--- config.mk ---
export PLATFORM = sky130hd
export DESIGN_NAME = framer_o
export DESIGN_NICKNAME = d
export VERILOG_FILES = /design/src/rtl/framer_o.sv
export SDC_FILE = /design/constraint.sdc
export NUM_CORES = 1
export LEC_CHECK = 0
export ABC_CLOCK_PERIOD_IN_PS = 2700
export BUFFER_PORTS_ARGS = -buffer_cell sky130_fd_sc_hd__buf_2
export CAP_MARGIN = 20
export CORE_MARGIN = 2
export CORE_UTILIZATION = 35
export CTS_CLUSTER_DIAMETER = 80
export CTS_CLUSTER_SIZE = 28
export DETAILED_ROUTE_END_ITERATION = 6
export PLACE_DENSITY_LB_ADDON = 0.1
export RECOVER_POWER = 50
export SYNTH_ARGS = -nofsm -noshare
export SYNTH_HDL_FRONTEND = slang
export SYNTH_SLANG_ARGS = --single-unit
--- constraint.sdc ---
create_clock -name mclk -period 2.7 [get_ports mclk]
set_input_delay 0 -clock mclk [delete_from_list [all_inputs] [get_ports mclk]]
set_output_delay 0 -clock mclk [all_outputs]
set_load 0.02 [all_outputs]
--- src/rtl/framer_o.sv ---
// framer_o -- serial optical-link framer.
//
// Builds a fixed 256-bit frame from eight 24-bit channel words and four user
// bits, then sends it out NRZI-encoded, one frame bit per mclk.
// A rising edge of wordclock latches fresh data and starts a new frame at bit 0.
// If no new edge arrives by the end of the frame, the same frame is sent again.
//
// Frame layout (bit index within the frame):
//   0..9    : 0        sync gap, so the line stays constant for 10 cycles
//   10      : 1
//   11..14  : user[3] .. user[0]
//   15      : 1
//   16..255 : ch1..ch8, 30 bits each. Each channel is sent as six nibbles,
//             MSB first, and every nibble is followed by a separator 1.
//
// Ports:
//   mclk        in   bit clock (256 x word rate). All logic uses its rising edge.
//   rst         in   synchronous, active-high reset
//   wordclock   in   frame strobe, mclk/256, synchronous to mclk
//   ch1..ch8    in   24-bit two's-complement sample words
//   user        in   4 user bits, sent once per frame
//   lightpipe   out  registered NRZI serial stream

module framer_o (
    input  logic        mclk,
    input  logic        rst,
    input  logic        wordclock,
    input  logic [23:0] ch1,
    input  logic [23:0] ch2,
    input  logic [23:0] ch3,
    input  logic [23:0] ch4,
    input  logic [23:0] ch5,
    input  logic [23:0] ch6,
    input  logic [23:0] ch7,
    input  logic [23:0] ch8,
    input  logic [3:0]  user,
    output logic        lightpipe
);

    logic              wc_q;
    logic              wc_rise;
    logic [7:0]        bit_cnt;
    logic [7:0]        next_cnt;
    logic [7:0][23:0]  shadow_ch;
    logic [3:0]        shadow_user;
    logic [255:0]      frame;
    logic              frame_bit;

    assign wc_rise  = wordclock & ~wc_q;

    // A wordclock edge forces bit 0, even in the middle of a frame.
    // Otherwise the counter steps by one and wraps naturally from 255 to 0,
    // which resends the stored frame.
    assign next_cnt = wc_rise ? 8'd0 : bit_cnt + 8'd1;

    // Build the full frame from the shadow copy of the inputs.
    // This is pure wiring: fixed 1s, the user field, and the channel
    // nibbles with their separator 1s. The bit counter then selects one bit.
    always_comb begin
        frame      = '0;
        frame[10]  = 1'b1;
        frame[15]  = 1'b1;
        for (int i = 0; i < 4; i++) begin
            frame[11 + i] = shadow_user[3 - i];
        end
        for (int k = 0; k < 8; k++) begin
            for (int n = 0; n < 6; n++) begin
                for (int p = 0; p < 4; p++) begin
                    frame[16 + 30*k + 5*n + p] = shadow_ch[k][23 - 4*n - p];
                end
                frame[16 + 30*k + 5*n + 4] = 1'b1;
            end
        end
    end

    // Bit 0 is always 0, so the edge cycle never toggles the line.
    // That means the shadow register does not need to be bypassed for the
    // bit that is encoded on the same edge as the load.
    assign frame_bit = wc_rise ? 1'b0 : frame[next_cnt];

    // Register the strobe, step the bit counter, load the shadow register on
    // a wordclock edge, and NRZI-encode: a frame bit of 1 toggles the line.
    always_ff @(posedge mclk) begin
        if (rst) begin
            wc_q        <= 1'b0;
            bit_cnt     <= 8'd0;
            shadow_ch   <= '0;
            shadow_user <= 4'd0;
            lightpipe   <= 1'b0;
        end else begin
            wc_q      <= wordclock;
            bit_cnt   <= next_cnt;
            lightpipe <= lightpipe ^ frame_bit;
            if (wc_rise) begin
                shadow_ch   <= {ch8, ch7, ch6, ch5, ch4, ch3, ch2, ch1};
                shadow_user <= user;
            end
        end
    end

endmodule

# Yosys cells after proc, flatten, opt, wreduce, memory -nomap -nowiden
# Index checks and enable logic that the tools add are counted.
[op_classes]
n_lt_le_gt_ge = 1
n_addsub = 1
muxes = 4
bitwise = 3
[op_table]
columns = ["op", "count"]
rows = [
  ["less-than comparator 8 x 9 -> 1 bit (second input constant)", 1],
  ["adder 8 x 1 -> 8 bit (second input constant)", 1],
  ["binary-select mux 1 bit (select 8 bit)", 1],
  ["2-to-1 mux 8 bit", 1],
  ["2-to-1 mux 1 bit", 2],
  ["AND 1 bit", 1],
  ["inverter 1 bit", 1],
  ["bitwise XOR 1 bit", 1],
]
[word_totals]
input_bits = 199
register_bits = 206
wordCells = 21

# Longest topological paths before layout
# Gate-level depths: netlist of run 1.
[logic_depth]
ltp_word = 7
mapped_depth = 12
ltp_nobuf = 9

# Worst setup path before layout of run 1
# No wires, ideal clock.
[synth_path]
path_type = "register -> register"
start = "register bit_cnt[1]"
end = "register lightpipe"
setup_slack_ns = 0.035
t_arrival_ns = 2.542
required_time_ns = 2.577
n_path_buf = 3
path_stages_with_launch = 12
setup_ns = 0.123
path_cell_list = "dfxtp_1 > ha_1 > buf_2 > or2_1 > buf_2 > buf_2 > o22ai_1 > a21oi_1 > o31ai_1 > o311ai_1 > o32ai_1 > mux2_1"
[synth_via]
elab_chain_cells = 6
[synth_rtl]
columns = ["element", "line", "rtl"]
rows = [
  ["from (decl)", "42", "logic [7:0] bit_cnt;"],
  ["from (signal assigned)", "92", "bit_cnt <= next_cnt;"],
  ["adder 8 x 1 -> 8 bit", "54", "assign next_cnt = wc_rise ? 8'd0 : bit_cnt + 8'd1;"],
  ["2-to-1 mux 8 bit", "54", ""],
  ["binary-select mux 1 bit (select 8 bit)", "79", "assign frame_bit = wc_rise ? 1'b0 : frame[next_cnt];"],
  ["2-to-1 mux 1 bit (not written as such)", "79", ""],
  ["2-to-1 mux 1 bit", "79", ""],
  ["bitwise XOR 1 bit", "93", "lightpipe <= lightpipe ^ frame_bit;"],
  ["to (signal assigned)", "93", ""],
  ["to (decl)", "37", "output logic lightpipe"],
]
# No other way between the ends. The select of a mux whose other input is x is not followed.
# A chain may end at the register's enable or synchronous reset.

# Worst setup path after layout of run 1
[layout_path]
start = "register bit_cnt[0]"
end = "register lightpipe"
# Same word-level chain as after synthesis.

==> results of run 1 <==
==> area by class of cell <==
class,instances,share of cell area
multi-input combinational,857,0.3455
clock buffer,15,0.02580
tap,330,0.03108
timing repair buffer,474,0.2794
inverter,4,0.001130
sequential,206,0.3109
clock inverter,6,0.006215
==> worst min-delay path, delay by kind of cell <==
family                 cells  cell delay (ns)
buffers and inverters      2             0.65
AOI/OAI and AO/OA          1             0.05
and+or+nand+nor            1             0.04
==> state kept, by name (all words and copies together), names as in the netlist <==
signal,cells
frame,192
bit_cnt,8
lightpipe,1
shadow_user,4
wc_q,1
==> per-stage QoR <==
step                      hold WS (ns)  cell area, µm²  setup TNS [ns]
after floorplan                 0.1282            9026               0
after global placement          0.2467           10730               0
after detailed placement        0.2472           10730        -0.03532
after CTS                       0.2687           13210               0
after global routing            0.2965           13290       -0.005636
final                           0.2841           13290               0
==> per-layer routing <==
layer  up-vias  share of wire  track usage
li1       4796              -            -
met1      4406           0.47       0.3106
met2       243           0.47       0.3986
met3        36          0.042      0.02486
met4         0          0.023      0.05731
met5         -              0            0
==> worst paths after layout <==
check | from | end | slack, ns | cells after the start
max | bit_cnt[0]$_SDFF_PP0_ | lightpipe$_SDFF_PP0_ | 0.06 | 10
min | ch8[12] | frame[239]$_SDFFE_PP0P_ | 0.28 | 4
max reg2reg | bit_cnt[0]$_SDFF_PP0_ | lightpipe$_SDFF_PP0_ | 0.06 | 10
min reg2reg | frame[199]$_SDFFE_PP0P_ | frame[199]$_SDFFE_PP0P_ | 0.46 | 2
==> cell usage after synthesis (all sizes together) (2+ instances only) <==
cell type  instances
mux2              31
o21a               3
o22a               5
or3                4
o32ai              4
a211oi             6
nand2            403
xor2               3
o2111ai            3
o211ai             4
xnor2              3
a21oi            207
a311oi             4
nor2b              4
a2bb2oi           11
o221a              2
o311ai             3
inv                4
nand2b             3
a31oi              4
o21ai             17
a21o               2
buf               29
o31ai              2
dfxtp            206
nand3             11
o22ai             16
nor3              12
mux2i             13
o221ai            34
or2                2
a2111oi            2
clkbuf            69
nor2              23
nand4              4
==> where the power goes <==
group          internal [µW]  total (µW)  leakage [µW]  switching [µW]
Sequential              3200        3310       0.00169             102
Combinational            688        1360       0.00345             667
Clock                    982        2150      0.000206            1170
==> what timing repair did <==
action / in CTS / in global routing
endpoints found under the setup margin: 1 / 1
cloned: 1 / 1
resized for setup: 5 / 16
endpoints found under the hold margin: 201 / 0
pin swaps: 3 / 9
hold buffers: 198 / 0
setup buffers: 0 / 2
==> layout by cell type (no fill, tap or decap), types with 6 or more instances in the layout <==
master | synthesis | routed
a2bb2oi_1 | 11 | 11
nand3_1 | 10 | 10
a21oi_1 | 206 | 206
mux2_2 | 30 | 30
nor2_1 | 22 | 21
nor3_1 | 12 | 11
buf_4 | 2 | 64
nand2_1 | 403 | 403
buf_12 | 0 | 8
mux2i_1 | 13 | 13
clkbuf_16 | 0 | 14
dfxtp_1 | 206 | 203
o22ai_1 | 16 | 16
o221ai_1 | 34 | 33
a211oi_1 | 6 | 6
dlygate4sd3_1 | 0 | 198
buf_2 | 23 | 197
o21ai_0 | 16 | 11
==> cell families (layout without fill, tap and decap cells) <==
family	after synthesis	count (layout)	synth area share
multiplexers	44	44	0.05309
AO/OA/AOI/OAI	336	336	0.2273
XOR/XNOR	6	6	0.007487
flip-flops	206	206	0.4569
adder cells (fa/ha/maj)	1	1	0.001386
AND/OR/NAND/NOR	470	470	0.2074
buffers and inverters	102	499	0.04644
==> metrics.cfg, run 1 <==
[cts]
clock-root-buffer = clkbuf_16
cts_buffer_depth = 3
cts_tree = built
clk_pin_slew_ns = 0.11
clk_latency_ns = 0.49
numCtsBuffers = 13
htreeDepth = 1
clock_sinks = 206

[detailed_routing]
routedWlPerCell_um = 16.96
drc = 0
vias_per_cell = 5.011
antenna_left = 0
wl_um = 32090
drt_iter0_markers = 526
dr_total_vias = 9481
firstDrtPassIters = 4

[sta]
min_period_over_period = 0.9767
fmax_ghz = 0.3792
worstMarginPinSlew_ns = 1.899
skew_ns = 0.01969
drv_slew = 84
slew_headroom = -0.2657
finalCriticalPeriod_ns = 2.637
hold_violations = 0
setup_viol = 0
fin_ws_ns = 0.06289

[worst_setup_path]
critPathArrivalTime_ns = 3.00
critPathBufInv = 1
cp-end-kind = flop
critPathMaxStageDelay_ns = 0.41
required_ns = 3.07
crit_chain = ha_4, or2_4, buf_4, o22a_1, o221ai_1, o31ai_1, a211oi_1, nor3_1, o32ai_2, mux2_4
critPathMaxFanout = 8
cp_top_family = compound AO/OA/AOI/OAI gates
crit_type = flop to flop
slowest_stage = dfxtp_4
critPathLaunchType = flop

[yosys]
synth-seq-cells = 206
ys.flop_type = dfxtp_1
ys_warn_count = 0
syn_nets = 1365
syn_area_um2 = 9026
synth_edf_count = 0
synth.area.top_cells = dfxtp_1, nand2_1, a21oi_1, mux2_2, o221ai_1
avgSynthCellArea_um2 = 7.748
ys_types = 59
synth_top_cell_by_area = dfxtp_1
synth_top_cell_area_share = 0.4569
async_flop_share = 0
synthCells = 1165
ys_seq_area_frac = 0.4569

[run]
maxCapViolCount = 1

[finish]
num-nets-final = 1756
fillCellCount = 2438
utilization = 0.5261
final_cell_count_no_fill = 1892
seq_area_um2 = 4130
syn2layout_area_growth_pct = 47.20
diodes = 0
final_layout_size_suffix_gt1_frac = 0.2260
multi_input_area_um2 = 4591

[global_routing]
grt.total_usage = 0.2315
grt_overflow_total = 0
grt_pass1_vias = 9254
grt_pass1_wl_um = 49170
grt_antenna_before_repair = 0
grt_max_degree = 85

[power_and_ir_drop]
p_per_area_nw_per_um2 = 512.5
ir_drop_mv = 0.4219
power_leakage_uw = 0.005353
total_power_uw = 6810

[floorplanning]
fp.dieW_um = 164.6
die_height_um = 164.6
rows = 58
dieArea_um2 = 27090
initial_utilization = 0.3574
pin_count = 200
core_area_um2 = 25250

[hold_path]
hold_path.class = input pin to flop

[place]
io_buffers = 199
pre_cts_slack_ns = -0.03532
dpl.hpwl_um = 21330
place_congestion = 0.8404
dp.cells = 1669

[run_status]
status = complete, but fails checks
violations = max-capacitance violations, max-slew violations

Power figures use the tool's default switching activity.
==> inputs of run 2 (changes only) <==
==> constraint.sdc (replaced) <==
create_clock -name mclk -period 2.7 [get_ports mclk]
set_input_delay 0.135 -clock mclk [delete_from_list [all_inputs] [get_ports mclk]]
set_output_delay 0.135 -clock mclk [all_outputs]
set_load 0.02 [all_outputs]
==> run 2 against run 1 <==
The run still ends with max-capacitance violations, max-slew violations left. Via count rose by 0.15%. Final area is 0.13% lower. Combinational power barely moved. Die area did not move. Count of clock-buffer cells in the layout unchanged. Clock skew down 0.0013 ns. Register-to-register slack better by 0.05 ns. Setup slack improved by 0.054 ns.
==> metrics.cfg, run 2 (synthesis gave the netlist of run 1 again) <==
[detailed_routing]
drt_iter0_markers = 649  ; +23%
vias_per_cell = 5.008  ; about the same
antenna_left = 0  ; unchanged
drc = 0  ; unchanged
highest_layer = met4
wl_met3_um = 1436  ; +6.1%
wl_um = 31670  ; -1.3%
firstDrtPassIters = 6  ; +2
dr_total_vias = 9495  ; +0.15%
wl_met2_um = 15030  ; +0.19%
m1WireLength_um = 14580  ; -2.8%
routedWlPerCell_um = 16.70  ; -1.5%

[finish]
final_cell_mix = nand2_1, a21oi_1, dfxtp_1, buf_2, dlygate4sd3_1
final_layout_size_suffix_gt1_frac = 0.2235  ; -0.002493
num-nets-final = 1761  ; +0.28%
diodes = 0  ; unchanged
finalInstanceArea_um2 = 13270  ; -0.13%
syn2layout_area_growth_pct = 47.01
largest_register_ffs = 192  ; unchanged
utilization = 0.5254  ; -0.0006940
final_common_cell = nand2_1

[global_routing]
grt.total_usage = 0.2260  ; -0.005460
grt_max_degree = 96  ; +13%
grt_pass1_vias = 9115  ; -1.5%
grt_overflow_total = 0  ; unchanged
grt_pass1_wl_um = 48090  ; -2.2%
grt_antenna_before_repair = 0  ; unchanged

[place]
place_congestion = 0.8720  ; +3.8%
dpl.hpwl_um = 21630  ; +1.4%
place_area_um2 = 10820  ; +0.77%
io_buffers = 199  ; unchanged

[sta]
finalCriticalPeriod_ns = 2.583  ; -0.05364 ns
skew_ns = 0.01843  ; -0.001258 ns
fmax_ghz = 0.3871  ; +2.1%
hold_ws_ns = 0.4272  ; +0.1431 ns
min_period_over_period = 0.9568  ; -0.01987
setup_viol = 0  ; unchanged
rsz0062_at_grt = false
worstMarginPinSlew_ns = 1.639  ; -0.2598 ns
drv_slew = 78  ; -7.1%
slew_headroom = -0.09248  ; +0.1732
hold_violations = 0  ; unchanged

[power_and_ir_drop]
switching_share = 0.2744  ; -0.009824
power_leakage_uw = 0.005339  ; -0.27%
ir_drop_mv = 0.3149  ; -25%
p_per_area_nw_per_um2 = 509.9  ; -0.51%
total_power_uw = 6766  ; -0.64%
netSwitchingPower_uw = 1856  ; -4.1%
sequentialPowerShare = 0.488  ; +0.002
power_frac_comb = 0.201  ; +0.002
clkPwrFrac = 0.311  ; -0.004
power.internal_uw = 4909  ; +0.72%

[cts]
clock_sinks = 206  ; unchanged
cts_buffer_depth = 3  ; unchanged
clk_pin_slew_ns = 0.10  ; about the same
htreeDepth = 1  ; unchanged
clock-root-buffer = clkbuf_16
cts_tree = built
clk_latency_ns = 0.48  ; about the same
numCtsBuffers = 12  ; -1

[worst_setup_path]
reg2regPathDepth = 11  ; +1
critPathMaxFanout = 9  ; +1
reg2reg_from = bit_cnt[0]$_SDFF_PP0_
crit_type = flop to flop
r2r_end = lightpipe$_SDFF_PP0_
critPathArrivalTime_ns = 2.96  ; -0.04 ns
critPathLaunchType = flop
reg2reg_slack_ns = 0.12  ; +0.05 ns
required_ns = 3.07  ; about the same
cp-end-kind = flop

[hold_path]
hold_path_end = frame[119]$_SDFFE_PP0P_
hold_path.class = input pin to flop
min_from = ch4[12]
holdPathStages = 4  ; unchanged

[floorplanning]
fp.dieW_um = 164.6  ; unchanged
die_height_um = 164.6  ; unchanged
rows = 58  ; unchanged
pin_count = 200  ; unchanged
core_area_um2 = 25250  ; unchanged
initial_utilization = 0.3574  ; unchanged
dieArea_um2 = 27090  ; unchanged

[run]
maxCapViolCount = 1  ; unchanged

[run_status]
status = complete, but fails checks
violations = max-capacitance violations, max-slew violations

==> run 2: changes by cell type in the layout (fill, tap and decap cells not counted), moves of 2 or more <==
cell      before  now
inv_12         3    1
clkbuf_1       2    6
o21ai_0       11   14
buf_12         8   11
o21ai_1        5    3
==> run 2: through the flow <==
step	TNS (ns)	setup WS, ns	std cells
floorplan	0	0.03475	1165
global placement	-0.02841	-0.02841	1675
detailed placement	-0.05394	-0.05394	1675
CTS	0	0.006618	1891
global route	0	0.003464	1896
finish	0	0.1165	1896
==> run 2: worst max-delay path: stages (launching register included) <==
cell and delay, ns:
dfxtp_4 0.37, ha_4 0.27, buf_12 0.15, nor2_1 0.15
buf_4 0.13, a21oi_1 0.06, o221a_2 0.27, o21ai_0 0.18
nand4_1 0.20, a31oi_2 0.28, o32ai_2 0.12, mux2_1 0.31
==> run 2: area by class of cell <==
class	count	area [µm²]
fill	2464	11990
multi-input combinational	857	4579
sequential	206	4129
timing repair buffer	480	3725
tap	330	412.9
clock buffer	15	332.8
clock inverter	4	75.07
inverter	4	15.01
==> run 2: worst max path at each step <==
| stage | from | endpoint | slack, ns | cells after the start |
|---|---|---|---|---|
| floorplan | bit_cnt[1]$_SDFF_PP0_ | lightpipe$_SDFF_PP0_ | 0.03 | 11 |
| global placement | bit_cnt[0]$_SDFF_PP0_ | lightpipe$_SDFF_PP0_ | -0.03 | 10 |
| detailed placement | bit_cnt[0]$_SDFF_PP0_ | lightpipe$_SDFF_PP0_ | -0.05 | 11 |
| CTS | bit_cnt[0]$_SDFF_PP0_ | lightpipe$_SDFF_PP0_ | 0.007 | 10 |
| global route | bit_cnt[3]$_SDFF_PP0_ | lightpipe$_SDFF_PP0_ | 0.003 | 9 |
| finish | bit_cnt[0]$_SDFF_PP0_ | lightpipe$_SDFF_PP0_ | 0.12 | 11 |
==> run 2: routing by layer <==
layer,global-route usage,vias up
met4,0.05257,0
met5,0,-
met1,0.3090,4392
li1,-,4801
met3,0.02009,37
met2,0.3870,265
==> run 2: power by group through the flow <==
| stage | logic, µW | registers, µW | clock network (µW) |
|---|---|---|---|
| floorplan | 645 | 3330 | 0 |
| global placement | 1110 | 3370 | 0 |
| detailed placement | 1120 | 3370 | 0 |
| CTS | 1340 | 3300 | 2170 |
| global route | 1480 | 3320 | 2270 |
| finish | 1360 | 3300 | 2110 |
==> run 2: timing repair <==
| item | CTS | global route |
|---|---|---|
| setup buffers | 0 | 5 |
| gates resized for setup | 4 | 13 |
| endpoints found under the hold margin | 197 | 0 |
| endpoints found under the setup margin | 1 | 1 |
| pin swaps | 2 | 2 |
| hold buffers | 197 | 0 |
==> inputs of run 3 (changes only) <==
GPL_TIMING_DRIVEN = 0   (was not set)
==> run 3 against run 2 <==
The run ends with negative setup slack left. Die area unchanged. First-iteration DRC count increased by 31%. Sequential share of layout area grew 0.22 points. Combinational power up 4%. Core utilization shrank 0.37 points. Sequential power barely moved. Count of clock-buffer cells in the layout grew 2. Sequential cell count stayed put. Routed wire length is 12% higher. Hold slack worse by 0.24 ns. Critical endpoint unchanged. Final cell count increased by 1.1%. Highest routed layer unchanged.
==> metrics.cfg, run 3 (synthesis gave the netlist of run 1 again) <==
[power_and_ir_drop]
p_per_area_nw_per_um2 = 531.3  ; +4.2%
power_frac_comb = 0.201  ; about the same
power_leakage_uw = 0.005214  ; -2.3%
total_power_uw = 7000  ; +3.5%
netSwitchingPower_uw = 2005  ; +8.0%
clkPwrFrac = 0.328  ; +0.017
power.internal_uw = 4995  ; +1.7%
switching_share = 0.2865  ; +0.01211
ir_drop_mv = 0.3822  ; +21%
sequentialPowerShare = 0.471  ; -0.017

[sta]
fin_ws_ns = -0.1545  ; -0.2711 ns
drv_slew = 0  ; -100%
slew_headroom = 0.4630  ; +0.5555
setup_viol = 1  ; +1
skew_ns = 0.03551  ; +0.01708 ns
finalCriticalPeriod_ns = 2.855  ; +0.2711 ns
fmax_ghz = 0.3503  ; -9.5%
hold_violations = 0  ; unchanged
worstMarginPinSlew_ns = 0.8055  ; -0.8332 ns
hold_ws_ns = 0.1902  ; -0.2370 ns
rsz0062_at_grt = true
min_period_over_period = 1.057  ; +0.1004

[global_routing]
grt_pass1_vias = 9718  ; +6.6%
grt_antenna_before_repair = 0  ; unchanged
grt.total_usage = 0.2579  ; +0.03189
grt_pass1_wl_um = 53320  ; +11%
grt_max_degree = 27  ; -72%
grt_overflow_total = 0  ; unchanged

[finish]
final_common_cell = nand2_1
largest_register_ffs = 192  ; unchanged
finalInstanceArea_um2 = 13180  ; -0.71%
syn2layout_area_growth_pct = 45.97
final_cell_count_no_fill = 1917  ; +1.1%
final_cell_mix = nand2_1, buf_2, a21oi_1, dfxtp_1, dlygate4sd3_1
diodes = 0  ; unchanged
fillCellCount = 2502  ; +1.5%
final_layout_size_suffix_gt1_frac = 0.2035  ; -0.01997
num-nets-final = 1780  ; +1.1%

[worst_setup_path]
cp-end-kind = flop
reg2reg_slack_ns = -0.15  ; -0.27 ns
critPathLaunchType = flop
critPathMaxFanout = 10  ; +1
crit_type = flop to flop
required_ns = 3.10  ; +0.03 ns
critPathArrivalTime_ns = 3.26  ; +0.30 ns

[floorplanning]
dieArea_um2 = 27090  ; unchanged
die_height_um = 164.6  ; unchanged
pin_count = 200  ; unchanged
fp.dieW_um = 164.6  ; unchanged
initial_utilization = 0.3574  ; unchanged
core_area_um2 = 25250  ; unchanged
rows = 58  ; unchanged

[detailed_routing]
dr_total_vias = 9871  ; +4.0%
wl_um = 35560  ; +12%
vias_per_cell = 5.149  ; +2.8%
drc = 0  ; unchanged
firstDrtPassIters = 5  ; -1
routedWlPerCell_um = 18.55  ; +11%
antenna_left = 0  ; unchanged
drt_iter0_markers = 847  ; +31%

[cts]
cts_tree = built
clock-root-buffer = clkbuf_16
clk_latency_ns = 0.50  ; +0.02 ns
clock_sinks = 206  ; unchanged
htreeDepth = 1  ; unchanged
clk_pin_slew_ns = 0.11  ; about the same
numCtsBuffers = 14  ; +2
cts_buffer_depth = 3  ; unchanged

[hold_path]
hold_path.class = input pin to flop

[place]
dp.cells = 1693  ; +1.1%
io_buffers = 198  ; -0.50%
pre_cts_slack_ns = -0.9555  ; -0.9015 ns
place_area_um2 = 10430  ; -3.6%
place_congestion = 0.8799  ; +0.91%
dpl.hpwl_um = 23640  ; +9.3%

[run_status]
violations = negative setup slack
status = complete, but fails checks

[run]
maxCapViolCount = 0  ; -1

## run 3: cell count changes in the layout (fill, tap and decap cells not counted), moves of 6 or more
cell and change:
buf_6 +6, clkbuf_2 +6, buf_4 -55, buf_12 -7, buf_2 +11, clkbuf_1 +51
## run 3: worst paths after layout
path | depth (start not counted) | end | from
max | 10 | lightpipe$_SDFF_PP0_ | bit_cnt[1]$_SDFF_PP0_
min | 3 | lightpipe$_SDFF_PP0_ | rst
max reg2reg | 10 | lightpipe$_SDFF_PP0_ | bit_cnt[1]$_SDFF_PP0_
min reg2reg | 2 | frame[186]$_SDFFE_PP0P_ | frame[186]$_SDFFE_PP0P_
## run 3: power groups by stage
stage | Clock, µW | Combinational (µW) | Sequential (µW)
global placement | 0 | 1080 | 3360
finish | 2300 | 1410 | 3300
detailed placement | 0 | 1090 | 3370
global route | 2430 | 1520 | 3320
CTS | 2320 | 1360 | 3300
floorplan | 0 | 645 | 3330
## run 3: cell type report
cell class,instances,area (µm²),share of cell area
Clock buffer,17,382.9,0.02906
Inverter,4,15.01,0.001140
Multi-Input combinational cell,857,4621,0.3507
Sequential cell,206,4129,0.3134
Clock inverter,6,76.32,0.005793
Tap cell,330,412.9,0.03134
Timing Repair Buffer,399,3004,0.2280
Buffer,98,534.3,0.04055
## run 3: metal layers
metal / track usage / up-vias / wire length (µm)
met5: 0 / - / 0
met4: 0.07549 / 0 / 1044
met3: 0.02587 / 66 / 1987
met2: 0.4395 / 355 / 16520
met1: 0.3465 / 4594 / 16010
li1: - / 4856 / -
## run 3: worst max-delay path: stages, from the launching register on
cell and delay [ns]:
dfxtp_4 0.36, ha_2 0.31, buf_6 0.16, buf_12 0.18, buf_8 0.18, o22ai_1 0.10
a2111oi_1 0.62, o41ai_2 0.18, a31oi_4 0.23, o32ai_2 0.11, mux2_1 0.31
## run 3: per-stage QoR
stage / utilization / TNS, ns
after floorplan: - / 0
after global placement: 0.4130 / -51.64
after detailed placement: 0.4130 / -50.87
after CTS: 0.5165 / -0.1299
after global routing: 0.5217 / -0.1826
final: 0.5217 / -0.1545
## run 3: what timing repair did
item,CTS,global route
setup buffers,0,4
gates resized for setup,55,35
hold endpoints to repair,197,0
hold buffers,197,0
pin swaps,5,8
setup endpoints to repair,141,53
